<file path="src/rtl/note_video_pkg.sv">
// note_video_pkg: shared channel state, default screen geometry and note-to-Y mapping.
package note_video_pkg;

    typedef enum logic {IDLE, SCROLL} ch_state_e;

    localparam int Y_BASE  = 45;
    localparam int Y_STEP  = 5;
    localparam int X_START = 600;
    localparam int X_STEP  = 2;
    localparam int X_END   = 40;

    function automatic int note_y(input int idx, input int base = Y_BASE, input int step = Y_STEP);
        return base + step * idx;
    endfunction

endpackage

</file>
<file path="src/rtl/onehot_note_decoder.sv">
// onehot_note_decoder: classifies a note code as rest, one-hot or invalid and yields its bit index.
module onehot_note_decoder #(
    parameter int NOTE_W = 8,
    localparam int IW = (NOTE_W > 1) ? $clog2(NOTE_W) : 1
) (
    input  logic [NOTE_W-1:0] code,
    output logic              is_zero,
    output logic              is_onehot,
    output logic [IW-1:0]     idx
);

    assign is_zero   = ~|code;
    assign is_onehot = !is_zero && ((code & (code - 1'b1)) == '0);

    always_comb begin
        idx = '0;
        for (int i = 0; i < NOTE_W; i++)
            if (code[i]) idx = IW'(i);
    end

endmodule

</file>
<file path="src/rtl/note_lane_tracker.sv">
// note_lane_tracker: per-channel note handshake, one-hot to Y decode and per-frame X scrolling.
module note_lane_tracker
    import note_video_pkg::*;
#(
    parameter int NUM_CH  = 2,
    parameter int NOTE_W  = 8,
    parameter int POS_W   = 10,
    parameter int Y_BASE  = note_video_pkg::Y_BASE,
    parameter int Y_STEP  = note_video_pkg::Y_STEP,
    parameter int X_START = note_video_pkg::X_START,
    parameter int X_STEP  = note_video_pkg::X_STEP,
    parameter int X_END   = note_video_pkg::X_END
) (
    input  logic                    clock,
    input  logic                    reset,
    input  logic                    leyendo,
    input  logic                    frame_tick,
    input  logic [NUM_CH-1:0]       note_valid,
    input  logic [NUM_CH*NOTE_W-1:0] nota,
    output logic [NUM_CH-1:0]       note_ready,
    output logic [NUM_CH*POS_W-1:0] pos_y,
    output logic [NUM_CH*POS_W-1:0] pos_x,
    output logic [NUM_CH-1:0]       active,
    output logic [NUM_CH-1:0]       err_invalid
);

    localparam int IW = (NOTE_W > 1) ? $clog2(NOTE_W) : 1;
    // Comparing against END+STEP before subtracting keeps X from ever wrapping.
    localparam logic [POS_W-1:0] X_LIM = POS_W'(X_END + X_STEP);
    localparam logic [POS_W-1:0] X_DEC = POS_W'(X_STEP);
    localparam logic [POS_W-1:0] X_LD  = POS_W'(X_START);

    for (genvar c = 0; c < NUM_CH; c++) begin : g_ch
        logic [NOTE_W-1:0] code;
        logic              is_zero, is_onehot;
        logic [IW-1:0]     idx;
        ch_state_e         state_q, state_d;
        logic [POS_W-1:0]  y_q, y_d, x_q, x_d;
        logic              err_q, err_d;
        logic              ready;

        assign code  = nota[c*NOTE_W +: NOTE_W];
        assign ready = reset && leyendo && (state_q == IDLE);

        onehot_note_decoder #(.NOTE_W(NOTE_W)) u_dec (
            .code      (code),
            .is_zero   (is_zero),
            .is_onehot (is_onehot),
            .idx       (idx)
        );

        always_comb begin
            state_d = state_q;
            y_d     = y_q;
            x_d     = x_q;
            err_d   = 1'b0;
            if (!leyendo) begin
                state_d = IDLE;
            end else if (ready && note_valid[c]) begin
                if (is_onehot) begin
                    y_d     = POS_W'(note_y(int'(idx), Y_BASE, Y_STEP));
                    x_d     = X_LD;
                    state_d = SCROLL;
                end else begin
                    err_d = !is_zero;
                end
            end else if (state_q == SCROLL && frame_tick) begin
                if (x_q >= X_LIM) x_d = x_q - X_DEC;
                else state_d = IDLE;
            end
        end

        always_ff @(posedge clock or negedge reset) begin
            if (!reset) begin
                state_q <= IDLE;
                y_q     <= '0;
                x_q     <= '0;
                err_q   <= 1'b0;
            end else begin
                state_q <= state_d;
                y_q     <= y_d;
                x_q     <= x_d;
                err_q   <= err_d;
            end
        end

        assign note_ready[c]             = ready;
        assign active[c]                 = (state_q == SCROLL);
        assign err_invalid[c]            = err_q;
        assign pos_y[c*POS_W +: POS_W]   = y_q;
        assign pos_x[c*POS_W +: POS_W]   = x_q;
    end

endmodule

</file>
<file path="config.mk">
export PLATFORM = sky130hd
export DESIGN_NAME = note_lane_tracker
export DESIGN_NICKNAME = d
export VERILOG_FILES = /design/src/rtl/note_video_pkg.sv /design/src/rtl/onehot_note_decoder.sv /design/src/rtl/note_lane_tracker.sv
export SDC_FILE = /design/constraint.sdc
export NUM_CORES = 1
export LEC_CHECK = 0
export ABC_AREA = 1
export BUFFER_PORTS_ARGS = -buffer_cell sky130_fd_sc_hd__clkbuf_2
export CORE_AREA = 4 4 88 90
export CTS_CLUSTER_SIZE = 20
export DETAILED_ROUTE_END_ITERATION = 16
export DIE_AREA = 0 0 92 94
export GPL_TIMING_DRIVEN = 0
export PLACE_DENSITY = 0.64
export RECOVER_POWER = 100
export REMOVE_ABC_BUFFERS = 1
export SLEW_MARGIN = 30
export SYNTH_ARGS = -nofsm -noshare
export SYNTH_HDL_FRONTEND = slang
export SYNTH_HIERARCHICAL = 1
export SYNTH_SLANG_ARGS = --single-unit
</file>
<file path="constraint.sdc">
create_clock -name clock -period 1.3 [get_ports clock]
set_clock_uncertainty 0.05 [all_clocks]
set_input_delay 0.39 -clock clock [delete_from_list [all_inputs] [get_ports clock]]
set_output_delay 0.39 -clock clock [all_outputs]
set_load 0.03 [all_outputs]
</file>
==> metrics.sh <==
STATUS='finished, violations left'
VIOLATED_CHECKS='negative setup slack'
STATIC-LEAKAGE-POWER_nW=2.186
FINAL_MIN_PERIOD_PS=1670
FLOORPLAN.DIE_AREA_UM2=8648
DRT-TOTAL-WL_MM=7.763
NUMBER_OF_VIAS_PER_CELL_AFTER_DETAILED_ROUTING=4.767
MAX_SLEW.WORST_PIN.SLEW_PS=1027
SYNTH_LARGEST_AREA_CELL='dfrtp_1'
NETLIST_INSTANCES=368
SYNTH_TOP_FLOP_CELL='dfrtp_1'
NETS=515
STARTPOINT='nota[12]'
CP_DATA_ARRIVAL_TIME_PS=1800
POWER_DENSITY_nW_PER_UM2=1166
GRT_UTIL_ALL_LAYERS_PCT=17.77
MAX_CLOCK_FREQ_MHz=598.7
CTS_BUFFER_DEPTH=2
DIE_WIDTH_UM=92
MAXIMUM_NUMBER_OF_PINS_ON_ONE_NET_BEFORE_GLOBAL_ROUTE_REPAIR=20
ROOT_BUFFER='clkbuf_8'
CHIPHEIGHT_UM=94
POWER_FRAC_SEQ_PCT=28.9
MIN_PERIOD_OVER_PERIOD_PCT=128.5
TIMING.REG2REG.WORST_PATH_DEPTH=8
FLOORPLAN.IO_PINS=68
SWITCHINGPOWER_mW=2.120
MAXCAPVIOLCOUNT=0
FLIP_FLOP_AND_LATCH_COUNT_AFTER_SYNTHESIS=36
WORST_SKEW_PAIR.LATE_LATENCY_PS=290
HOLD_VIOL_FINAL=0
YS_TOP_CELLS_BY_COUNT='nand2_1 (101), inv_1 (38), dfrtp_1 (36), nor2_1 (36), nand3_1 (32)'
POST-ROUTE-DRC-COUNT=0
CTS-BUFFERS-INSERTED=5
VIAS=2741
PEAKVDDDROP_mV=0.5619
INITIAL_DETAILED_ROUTING_VIOLATION_COUNT=58
MIN_PATH_TYPE='input pin to asynchronous set/reset pin'
MAXSLEWVIOLCOUNT=0
FINAL_UTIL_PCT=62.85
FINAL-SETUP-VIOL-COUNT=56
POWER_FRAC_CLOCK_PCT=19.5
PLACE.GP.CONGESTION=0.8412
NETSWITCHINGFRACTION_PCT=40.97
GRT_PASS1_VIAS=2663
SETUP_SLACK_PS=-370.4
CP_MAX_FO=4
NUMBER_OF_ANTENNA_VIOLATIONS_AT_THE_FIRST_CHECK_IN_GLOBAL_ROUTING=0
GLOBAL_ROUTE_WIRE_LENGTH_BEFORE_REPAIR_MM=12.44
FLOORPLAN.INITIALDENSITY_PCT=38.96
START_KIND='input pin'
SYNTH.YOSYS.WARNINGS=6
SYNTH_EDF_COUNT=0
GRT_REMAINING_OVERFLOW=0
CRITICAL_PATH.REG2REG.ENDPOINT='g_ch[0].x_q[8]'
CRITICAL_PATH_ENDPOINT_CATEGORY='register'
HPWL_MM=4.527
POST_SYNTH_INSTANCE_AREA_UM2=2750
DRIVE_GT1_SHARE_PCT=48.95
CELL_INTERNAL_PWR_mW=3.054
CORE_AREA_UM2=7059
COMB_POWER_SHARE_PCT=51.6
MAX_SLEW_MARGIN_PCT=31.50
WORSTPATHREQUIRED_PS=1430
TRITONCTS='done'
CTS_HTREE_LEVELS=2
ASYNCSETRESETFLOPFRACSYNTH_PCT=100.0
NETLIST.AREA_LEADER.SHARE_PCT=32.76
PLACEDCELLCOUNT=514
CRITICAL_PATH_CLASS='input pin to register'
PORT_BUFFERS=59
FP-ROW-COUNT=31
DRTANTENNAVIOLNETS=0
YOSYSUNIQUECELLTYPES=32
MOST_INSTANTIATED_LIBRARY_CELL_AFTER_SYNTHESIS='nand2_1'
FLOW.AREA_GROWTH_FROM_SYNTHESIS_PCT=61.33
CTS_SINKS=36
SETUP_TNS_PS=-9395
ANTENNA_CELLS_INSERTED=0
ROUTED_WIRE_LENGTH_PER_INSTANCE_UM=13.50
FINISH.INSTANCE_AREA_UM2=4437
SYN-MEAN-INSTANCE-AREA_UM2=7.473
INTERNAL_REG_TO_REG_SETUP_SLACK_PS=-250
TIMING.CRITICAL_PATH.TO='g_ch[1].y_q[6]'
TIMING.RR.START='g_ch[0].x_q[4]'
REGISTER_AREA_SHARE_AFTER_SYNTHESIS_PCT=32.76
SETUP_REPAIR_AFTER_GLOBAL_ROUTING_MISSED_ITS_MARGIN='true'
DETAILED_PLACE.AREA_UM2=3038
FIRST_PASS_ITERS=4
YOSYS-TOP-CELLS-AREA='dfrtp_1 (33%), nand2_1 (14%), ha_1 (8.2%), nand3_1 (5.8%), inv_1 (5.2%)'
FINAL-INSTANCE-COUNT-EXCL-FILL=575
WORST_SETUP_HOLD_PATH_CLK_SLEW_PS=80
## cell usage in the layout, fill, tap and decap left out, types with 10 or more instances in the layout
cell / instances
nand2_2: 33
buf_6: 12
inv_1: 33
nand3_1: 25
buf_8: 38
nand2_1: 78
nor2_4: 14
nor2_1: 29
dfrtp_1: 28
ha_1: 10
buf_4: 40
## what timing repair did
item	in CTS	in global routing
hold buffers	2	0
resized for setup	151	107
pin swaps	37	42
buffers inserted	36	10
hold endpoints to repair	36	0
gates cloned	4	1
setup endpoints to repair	72	88
## worst min-delay path by stage
stage,start,to,slack [ps],depth (start not counted)
after floorplan,reset,g_ch[0].err_q,40,0
after global placement,g_ch[0].y_q[1],g_ch[0].y_q[1],410,2
after detailed placement,reset,g_ch[0].x_q[6],420,1
after CTS,frame_tick,g_ch[1].state_q,400,4
after global routing,leyendo,g_ch[1].state_q,380,3
final,reset,g_ch[0].x_q[9],380,2
## registers in the layout, indices dropped and copies added (netlist names)
register,count
g_ch.state_q,2
g_ch.y_q,14
g_ch.err_q,2
g_ch.x_q,18
## routing by layer
metal / vias to the layer above / global-route usage, % / part of all wire, %
met1: 1307 / 20.48 / 40
met5: - / 0 / 0
met2: 56 / 33.15 / 54
li1: 1369 / - / -
met4: 0 / 3.960 / 0.90
met3: 9 / 4.327 / 4.7
## cells by family after synthesis
logic type	after synthesis	share of synthesized area, %
and+or+nand+nor	213	37.81
other	1	0.1364
adders and majority gates	18	8.189
AOI/OAI and AO/OA	34	7.597
buffers and inverters	59	11.28
xor gates and xnor gates	7	2.229
DFF	36	32.76
## layout make-up
| class | instances | area, µm² |
|---|---|---|
| tap | 99 | 123.9 |
| multi-input combinational | 282 | 1944 |
| inverter | 40 | 165.2 |
| timing repair buffer | 108 | 1170 |
| clock buffer | 6 | 72.57 |
| timing repair inverter | 2 | 15.01 |
| fill | 635 | 2623 |
| clock inverter | 2 | 35.03 |
| sequential | 36 | 910.9 |
## power by group through the flow
stage                     clock (mW)  sequential, mW  combinational [mW]
after floorplan                    0            1.75                1.10
after global placement             0            1.47                1.78
after detailed placement           0            1.47                1.82
after CTS                       1.05            1.45                2.42
after global routing            1.08            1.52                2.93
final                           1.01            1.50                2.67
## stage by stage
stage	total power [mW]	hold WS [ps]	setup slack (ps)
floorplan	2.844	44.41	-821.8
global placement	3.255	408.3	-1209
detailed placement	3.296	415.6	-1222
CTS	4.920	403.5	-417.2
global route	5.536	384.6	-424.5
finish	5.174	384.0	-370.4
## worst max-delay path, stage by stage
cell       delay, ps
clkbuf_16        130
o31ai_4          280
inv_2             90
ha_4             280
ha_4             200
nand3_2           60
nand2_2           60
nand2_2           70
nand2_2           60
nor3_2           120
nor2_1            50
No activity file was read; power rests on OpenSTA's default activity.
